$ cat src/rtl/rst_pkg.sv
// Shared types for the staged reset-release sequencer.
package rst_pkg;

  typedef enum logic [1:0] {
    HOLD    = 2'd0,
    RELEASE = 2'd1,
    RUN     = 2'd2,
    SWHOLD  = 2'd3
  } rst_seq_state_e;

endpackage

$ cat src/rtl/rst_seq_cnt.sv
// Hold counter: counts 0..HOLD_CYCLES-1 while enabled and wraps to 0.
// wrap is high while the count sits at its terminal value.
module rst_seq_cnt #(
  parameter int HOLD_CYCLES = 16,
  parameter int CNT_W       = $clog2(HOLD_CYCLES + 1)
) (
  input  logic clk_i,
  input  logic clr,
  input  logic en,
  output logic wrap
);

  logic [CNT_W-1:0] cnt_reg;

  assign wrap = (cnt_reg == CNT_W'(HOLD_CYCLES - 1));

  always_ff @(posedge clk_i) begin
    if (clr) begin
      cnt_reg <= '0;
    end else if (en) begin
      cnt_reg <= wrap ? '0 : cnt_reg + CNT_W'(1);
    end
  end

endmodule

$ cat src/rtl/rst_seq.sv
// Staged reset-release sequencer: releases NUM active-low resets in index order,
// HOLD_CYCLES apart. Software re-run path compiled only with RST_SEQ_SWRST_EN.
module rst_seq
  import rst_pkg::*;
#(
  parameter int NUM         = 4,
  parameter int HOLD_CYCLES = 16
) (
  input  logic                         clk_i,
  input  logic                         rst_i,
  input  logic                         swrst_req_i,
  output logic                         swrst_ack_o,
  output logic [NUM-1:0]               rst_n_o,
  output logic [$clog2(NUM+1)-1:0]     stage_o,
  output logic                         done_o
);

  localparam int CNT_W = $clog2(HOLD_CYCLES + 1);
  localparam int IDX_W = $clog2(NUM + 1);
  localparam logic [IDX_W-1:0] LAST_IDX = IDX_W'(NUM - 1);

  rst_seq_state_e   state_reg;
  logic [IDX_W-1:0] idx_reg;
  logic [NUM-1:0]   rst_n_reg;
  logic             done_reg;
  logic [NUM-1:0]   release_hit;
  logic             cnt_clr;
  logic             cnt_en;
  logic             wrap;

  // One-hot of the output selected by idx; OR-ed in so released bits stay high.
  generate
    for (genvar gi = 0; gi < NUM; gi++) begin : g_hit
      assign release_hit[gi] = (idx_reg == IDX_W'(gi));
    end
  endgenerate

`ifdef RST_SEQ_SWRST_EN
  logic sw_seq_reg;
  logic ack_reg;
  logic sw_start;

  assign sw_start    = (state_reg == RUN) && swrst_req_i;
  assign cnt_clr     = rst_i || sw_start;
  assign cnt_en      = (state_reg == RELEASE) || (state_reg == SWHOLD);
  assign swrst_ack_o = ack_reg;
`else
  wire unused_swrst = swrst_req_i;

  assign cnt_clr     = rst_i;
  assign cnt_en      = (state_reg == RELEASE);
  assign swrst_ack_o = 1'b0;
`endif

  rst_seq_cnt #(
    .HOLD_CYCLES (HOLD_CYCLES),
    .CNT_W       (CNT_W)
  ) u_cnt (
    .clk_i (clk_i),
    .clr   (cnt_clr),
    .en    (cnt_en),
    .wrap  (wrap)
  );

  always_ff @(posedge clk_i) begin
    if (rst_i) begin
      state_reg  <= RELEASE;
      idx_reg    <= '0;
      rst_n_reg  <= '0;
      done_reg   <= 1'b0;
`ifdef RST_SEQ_SWRST_EN
      sw_seq_reg <= 1'b0;
      ack_reg    <= 1'b0;
`endif
    end else begin
`ifdef RST_SEQ_SWRST_EN
      ack_reg <= 1'b0;
`endif
      case (state_reg)
        RELEASE: begin
          if (wrap) begin
            rst_n_reg <= rst_n_reg | release_hit;
            idx_reg   <= idx_reg + IDX_W'(1);
            if (idx_reg == LAST_IDX) begin
              state_reg <= RUN;
              done_reg  <= 1'b1;
`ifdef RST_SEQ_SWRST_EN
              // Only a software-initiated sequence acknowledges completion.
              ack_reg    <= sw_seq_reg;
              sw_seq_reg <= 1'b0;
`endif
            end
          end
        end
        RUN: begin
`ifdef RST_SEQ_SWRST_EN
          if (swrst_req_i) begin
            state_reg  <= SWHOLD;
            rst_n_reg  <= '0;
            done_reg   <= 1'b0;
            idx_reg    <= '0;
            sw_seq_reg <= 1'b1;
          end
`endif
        end
`ifdef RST_SEQ_SWRST_EN
        SWHOLD: begin
          if (wrap) begin
            state_reg <= RELEASE;
          end
        end
`endif
        default: begin
          state_reg <= RELEASE;
          idx_reg   <= '0;
          rst_n_reg <= '0;
          done_reg  <= 1'b0;
        end
      endcase
    end
  end

  assign rst_n_o = rst_n_reg;
  assign stage_o = idx_reg;
  assign done_o  = done_reg;

endmodule

$ cat config.mk
export PLATFORM = sky130hd
export DESIGN_NAME = rst_seq
export DESIGN_NICKNAME = d
export VERILOG_FILES = /design/src/rtl/rst_pkg.sv /design/src/rtl/rst_seq_cnt.sv /design/src/rtl/rst_seq.sv
export SDC_FILE = /design/constraint.sdc
export NUM_CORES = 1
export LEC_CHECK = 0
export CELL_PAD_IN_SITES_DETAIL_PLACEMENT = 0
export CELL_PAD_IN_SITES_GLOBAL_PLACEMENT = 2
export CORE_AREA = 10 10 59 61
export DETAILED_ROUTE_END_ITERATION = 8
export DIE_AREA = 0 0 69 71
export GPL_ROUTABILITY_DRIVEN = 0
export GPL_TIMING_DRIVEN = 0
export HOLD_SLACK_MARGIN = 0.06
export PLACE_DENSITY = 0.78
export SLEW_MARGIN = 20
export SYNTH_ARGS = -nofsm -noshare
export SYNTH_HDL_FRONTEND = slang
export SYNTH_SLANG_ARGS = --single-unit
$ cat constraint.sdc
create_clock -name clk_i -period 2 [get_ports clk_i]
set_clock_uncertainty 0.1 [all_clocks]
set_input_delay 0.5 -clock clk_i [delete_from_list [all_inputs] [get_ports clk_i]]
set_output_delay 0.5 -clock clk_i [all_outputs]
set_load 0.03 [all_outputs]
==> impl_metrics.py, run 1 <==
metrics = {
    "run_status": {
        "status": "finished, final reports clean",
    },
    "floorplan": {
        "dieArea_um2": 4900,
        "fp.coreArea_um2": 2390,
        "die_w_um": 69,
        "rows": 18,
        "die_h_um": 71,
        "ioPinCount": 12,
        "start_util": 0.298,
    },
    "setup_path": {
        "crit_path_end_kind": "output pin",
        "cp.arrival_ns": 1.27,
        "required_ns": 1.40,
        "timing.rr.end": "stage_o[0]",
        "r2r_cells": 5,
        "critPathLaunch": "rst_n_o[0]",
        "path_cells": "clkdlybuf4s50_1",
        "critPathMaxStageDelay_ns": 0.67,
        "startpoint_type": "register",
        "critPathBufInv": 1,
        "r2r_slack_ns": 0.41,
        "critPathKind": "reg -> out",
        "crit_cells": 1,
        "crit_path_top_delay_cell": "clkdlybuf4s50_1",
        "cp_top_family": "buffers and inverters",
        "cp-endpoint": "rst_n_o[0]",
        "cp_max_fo": 2,
        "r2r-start": "u_cnt.cnt_reg[0]",
    },
    "route": {
        "drc": 0,
        "vias_per_cell": 4.68,
        "drt_iter0_drc": 5,
        "wire_per_inst_um": 11.9,
        "dr_total_vias": 552,
        "drt_pass1_iterations": 4,
        "drtAntennaViolNets": 0,
        "finalWirelength_um": 1410,
    },
    "timing": {
        "min_period_ns": 1.87,
        "worst_slack_ns": 0.127,
        "maxSlewViolCount": 0,
        "hold_viol_final": 0,
        "setup_tns_ns": 0,
        "hold-worst-slack_ns": 0.359,
        "period_share": 0.937,
        "rsz0062_at_grt": "false",
        "final-setup-viol-count": 0,
        "fmax_mhz": 534,
    },
    "synth": {
        "synth_nets": 84,
        "synth_most_common_cell": "dfxtp_1",
        "synth_top_area_frac": 0.394,
        "synth-edff-count": 0,
        "avgSynthCellArea_um2": 9.48,
        "syn-cell-area_um2": 711,
        "synthTopCellsByCount": "14 x dfxtp_1, 7 x nand2_1, 6 x ha_1",
        "yosys-top-cells-area": "dfxtp_1 39%, ha_1 11%, o2111a_1 4.8%",
        "synth_warnings": 0,
        "yosysSeqAreaShare": 0.394,
        "synth_cells": 75,
        "synth_top_area_cell": "dfxtp_1",
        "ys_ff_latch": 14,
        "async_reset_ff_frac": 0,
        "ys_types": 29,
        "synth_ff_type": "dfxtp_1",
    },
    "grt": {
        "grt.total_usage": 0.0612,
        "grt_pass1_vias": 566,
        "grt_pass1_wl_um": 2550,
        "antenna_found_initial": 0,
        "grt_overflow": 0,
        "grt_max_degree": 11,
    },
    "final_layout": {
        "nNetsFinal": 98,
        "syn2layout_area_growth_pct": 22.9,
        "antennaDiodeCount": 0,
        "utilization": 0.366,
        "drive_above_1_share": 0.102,
        "stdcell_count": 118,
        "largest_reg_flops": 5,
        "fillers": 263,
    },
    "power": {
        "powerDensity_nw_per_um2": 584,
        "vdd_ir_drop_max_mv": 0.379,
        "internal-power_mw": 0.404,
        "leakage_nw": 0.346,
        "combPwrFrac": 0.045,
        "switchingPower_mw": 0.105,
        "clkPwrFrac": 0.388,
        "swShare": 0.206,
        "seqPwrFrac": 0.567,
    },
    "cts": {
        "cts_tree": "yes",
        "path_clk_slew_ns": 0.08,
        "cts_sinks": 14,
        "cts-root-buf": "clkbuf_4",
        "clockBufferDepth": 2,
        "h-tree-depth": 1,
        "clk_latency_ns": 0.27,
        "hold_buffers": 0,
        "cts_buffers": 3,
    },
    "place": {
        "place_inst": 114,
        "port_buffers": 9,
        "post-place-ws_ns": 0.195,
        "hpwlAfterDp_um": 1060,
    },
    "job": {
        "maxCapViolCount": 0,
    },
    "min_path": {
        "min_path_type": "reg -> reg",
    },
}
==> timing repair <==
| action | CTS | global route |
|---|---|---|
| endpoints found under the setup margin | 3 | 1 |
| pin swaps | 0 | 0 |
| setup buffers | 0 | 0 |
| gates resized for setup | 3 | 1 |
==> per-stage QoR <==
stage	instance area, um2	power (mW)
finish	873	0.510
detailed placement	838	0.319
CTS	871	0.526
global placement	838	0.319
global route	873	0.538
floorplan	711	0.312
==> worst reg2reg max path, delay by kind of cell (launching register included) <==
kind	cells	cell delay, ns
buffers and inverters	1	0.13
AOI/OAI and AO/OA	1	0.10
and+or+nand+nor	2	0.60
adders and majority gates	1	0.24
DFF	1	0.34
==> kinds of logic after synthesis <==
logic type,Yosys count,share of synthesized area
and+or+nand+nor,29,0.241
AOI/OAI and AO/OA,16,0.169
DFF,14,0.394
buffers and inverters,8,0.0722
adders and majority gates,6,0.106
xor gates and xnor gates,1,0.0123
other,1,0.00528
==> power by group through the flow <==
stage | logic (mW) | registers, mW | clock network (mW)
3_5_place_dp | 0.0230 | 0.296 | 0
2_1_floorplan | 0.0174 | 0.295 | 0
5_1_grt | 0.0258 | 0.290 | 0.223
6_report | 0.0230 | 0.289 | 0.198
4_1_cts | 0.0232 | 0.289 | 0.214
3_3_place_gp | 0.0230 | 0.296 | 0
==> placed cells by master (no fill, tap or decap), types with 3 or more instances in the layout <==
cell / n
a21oi_1: 3
a31oi_1: 4
clkbuf_4: 3
clkdlybuf4s50_1: 5
dfxtp_1: 14
dlygate4sd2_1: 3
ha_1: 6
inv_1: 4
nand2_1: 7
nand3_1: 5
nor2_1: 3
o2111a_1: 3
o21a_1: 3
or3_1: 3
==> cell type report <==
cell class	instances	area, um2	area share
inverters	4	15.0	0.0172
flip-flops and latches	14	280	0.321
well taps	30	37.5	0.0430
clock buffers	4	36.3	0.0415
plain buffers	4	36.3	0.0415
repair buffers	9	88.8	0.102
multi-input cells	53	379	0.434
==> metal layers <==
layer,global-route usage,part of all wire,vias up
met4,0.0336,0.0085,0
met1,0.0671,0.45,253
met3,0.0251,0.051,2
met2,0.0986,0.49,5
li1,-,-,292
met5,0,0,-
==> worst min path at each step <==
stage / start / to / slack, ns / cells after the start
finish: rst_n_o[3] / rst_n_o[3] / 0.36 / 2
global route: rst_n_o[3] / rst_n_o[3] / 0.40 / 2
CTS: rst_n_o[3] / rst_n_o[3] / 0.37 / 2
detailed placement: rst_n_o[2] / rst_n_o[2] / 0.35 / 1
global placement: rst_n_o[2] / rst_n_o[2] / 0.35 / 1
floorplan: u_cnt.cnt_reg[1] / u_cnt.cnt_reg[1] / 0.35 / 2
No activity file was read; power rests on OpenSTA's default activity.
==> inputs of run 2 (changes only) <==
Clock period 2 ns to 1.9 ns, I/O delays scaled along.
==> run 2 against run 1 <==
Compared with the run above:
- wire length down 0.50%
- die area is the same
- worst setup slack lost 0.076 ns
- largest power group unchanged
- highest routed layer unchanged
==> impl_metrics.py, run 2 (synthesized netlist as in run 1, its figures left out) <==
metrics = {
    "cts": {
        "clockBufferDepth": 2,
        "cts_sinks": 14,
        "h-tree-depth": 1,
        "path_clk_slew_ns": 0.08,
        "cts_tree": "yes",
        "cts_buffers": 3,
        "clk_latency_ns": 0.27,
        "hold_buffers": 0,
        "cts-root-buf": "clkbuf_4",
    },
    "job": {
        "maxCapViolCount": 0,
    },
    "floorplan": {
        "ioPinCount": 12,
        "fp.coreArea_um2": 2390,
        "rows": 18,
        "start_util": 0.298,
        "die_w_um": 69,
        "die_h_um": 71,
        "dieArea_um2": 4900,
    },
    "timing": {
        "maxSlewViolCount": 0,
        "hold-worst-slack_ns": 0.356,
        "setup_tns_ns": 0,
        "min_period_ns": 1.85,
        "hold_viol_final": 0,
        "rsz0062_at_grt": "false",
        "period_share": 0.974,
        "fmax_mhz": 541,
        "final-setup-viol-count": 0,
    },
    "setup_path": {
        "crit_path_top_delay_cell": "clkdlybuf4s50_1",
        "timing.rr.end": "stage_o[0]",
        "critPathBufInv": 1,
        "r2r-start": "u_cnt.cnt_reg[0]",
        "required_ns": 1.32,
        "startpoint_type": "register",
        "cp_top_family": "buffers and inverters",
        "critPathKind": "reg -> out",
        "cp_max_fo": 2,
        "cp.arrival_ns": 1.27,
        "path_cells": "clkdlybuf4s50_1",
        "critPathMaxStageDelay_ns": 0.67,
        "r2r_cells": 5,
        "crit_path_end_kind": "output pin",
        "r2r_slack_ns": 0.31,
    },
    "grt": {
        "grt_pass1_vias": 566,
        "grt_overflow": 0,
        "antenna_found_initial": 0,
        "grt.total_usage": 0.0612,
        "grt_max_degree": 11,
        "grt_pass1_wl_um": 2550,
    },
    "place": {
        "hpwlAfterDp_um": 1060,
        "port_buffers": 9,
        "placed_area_um2": 838,
    },
    "route": {
        "drtAntennaViolNets": 0,
        "drt_iter0_drc": 5,
        "dr_total_vias": 557,
        "drt_pass1_iterations": 4,
        "vias_per_cell": 4.72,
        "finalWirelength_um": 1400,
        "drc": 0,
        "wire_per_inst_um": 11.8,
    },
    "final_layout": {
        "final_common_cell": "dfxtp_1",
        "nNetsFinal": 98,
        "largest_reg_flops": 5,
        "syn2layout_area_growth_pct": 23.4,
        "layout_common_cells": "14 x dfxtp_1, 7 x nand2_1, 6 x ha_1, 5 x nand3_1",
        "fin_area_um2": 877,
        "drive_above_1_share": 0.102,
        "utilization": 0.367,
        "antennaDiodeCount": 0,
    },
    "min_path": {
        "min_path_type": "reg -> reg",
        "whs_path_depth": 2,
        "worstHoldStart": "rst_n_o[3]",
        "whs_endpoint": "rst_n_o[3]",
    },
    "power": {
        "powerDensity_nw_per_um2": 611,
        "leakage_nw": 0.388,
        "vdd_ir_drop_max_mv": 0.393,
        "p_total_mw": 0.536,
    },
    "run_status": {
        "status": "finished, final reports clean",
    },
}
[run 2: changes by cell type in the layout (fill, tap and decap cells not counted)]
cell	change
dlygate4sd2_1	+1
clkdlybuf4s50_1	-3
dlymetal6s2s_1	+2
[run 2: layout make-up]
type | instances | area [um2]
flip-flops and latches | 14 | 280
fillers | 259 | 1510
inverters | 4 | 15.0
well taps | 30 | 37.5
plain buffers | 4 | 36.3
clock buffers | 4 | 36.3
repair buffers | 9 | 92.6
multi-input cells | 53 | 379
[run 2: layer usage]
layer | global-route usage | wire length [um] | up-vias | share of wire
met5 | 0 | 0 | - | 0
met4 | 0.0336 | 12 | 0 | 0.0086
met3 | 0.0251 | 76 | 2 | 0.054
met2 | 0.0986 | 682 | 9 | 0.49
met1 | 0.0671 | 628 | 253 | 0.45
li1 | - | - | 293 | -
[run 2: how the worst max path moves through the flow]
stage	slack, ns	cells after the start	to	start
2_1_floorplan	0.25	4	stage_o[2]	stage_o[1]
3_3_place_gp	0.07	3	stage_o[0]	rst_i
3_5_place_dp	0.12	3	stage_o[0]	rst_i
4_1_cts	0.02	1	rst_n_o[3]	rst_n_o[3]
5_1_grt	0.01	1	rst_n_o[0]	rst_n_o[0]
6_report	0.05	1	rst_n_o[0]	rst_n_o[0]
[run 2: what timing repair did]
item                                    4_1_cts  5_1_grt
gates resized for setup                       4        3
buffers inserted                              0        0
endpoints found under the setup margin        4        3
[run 2: power by group]
group | leakage, nW | total, mW | internal, mW | switching, mW
clock | 0.0210 | 0.208 | 0.116 | 0.0915
sequential | 0.113 | 0.304 | 0.299 | 0.00543
combinational | 0.254 | 0.0241 | 0.0104 | 0.0137
[run 2: through the flow]
step,setup WS [ns],std cells
floorplan,0.252,75
global placement,0.0728,114
detailed placement,0.120,114
CTS,0.0178,118
global route,0.00976,118
finish,0.0503,118
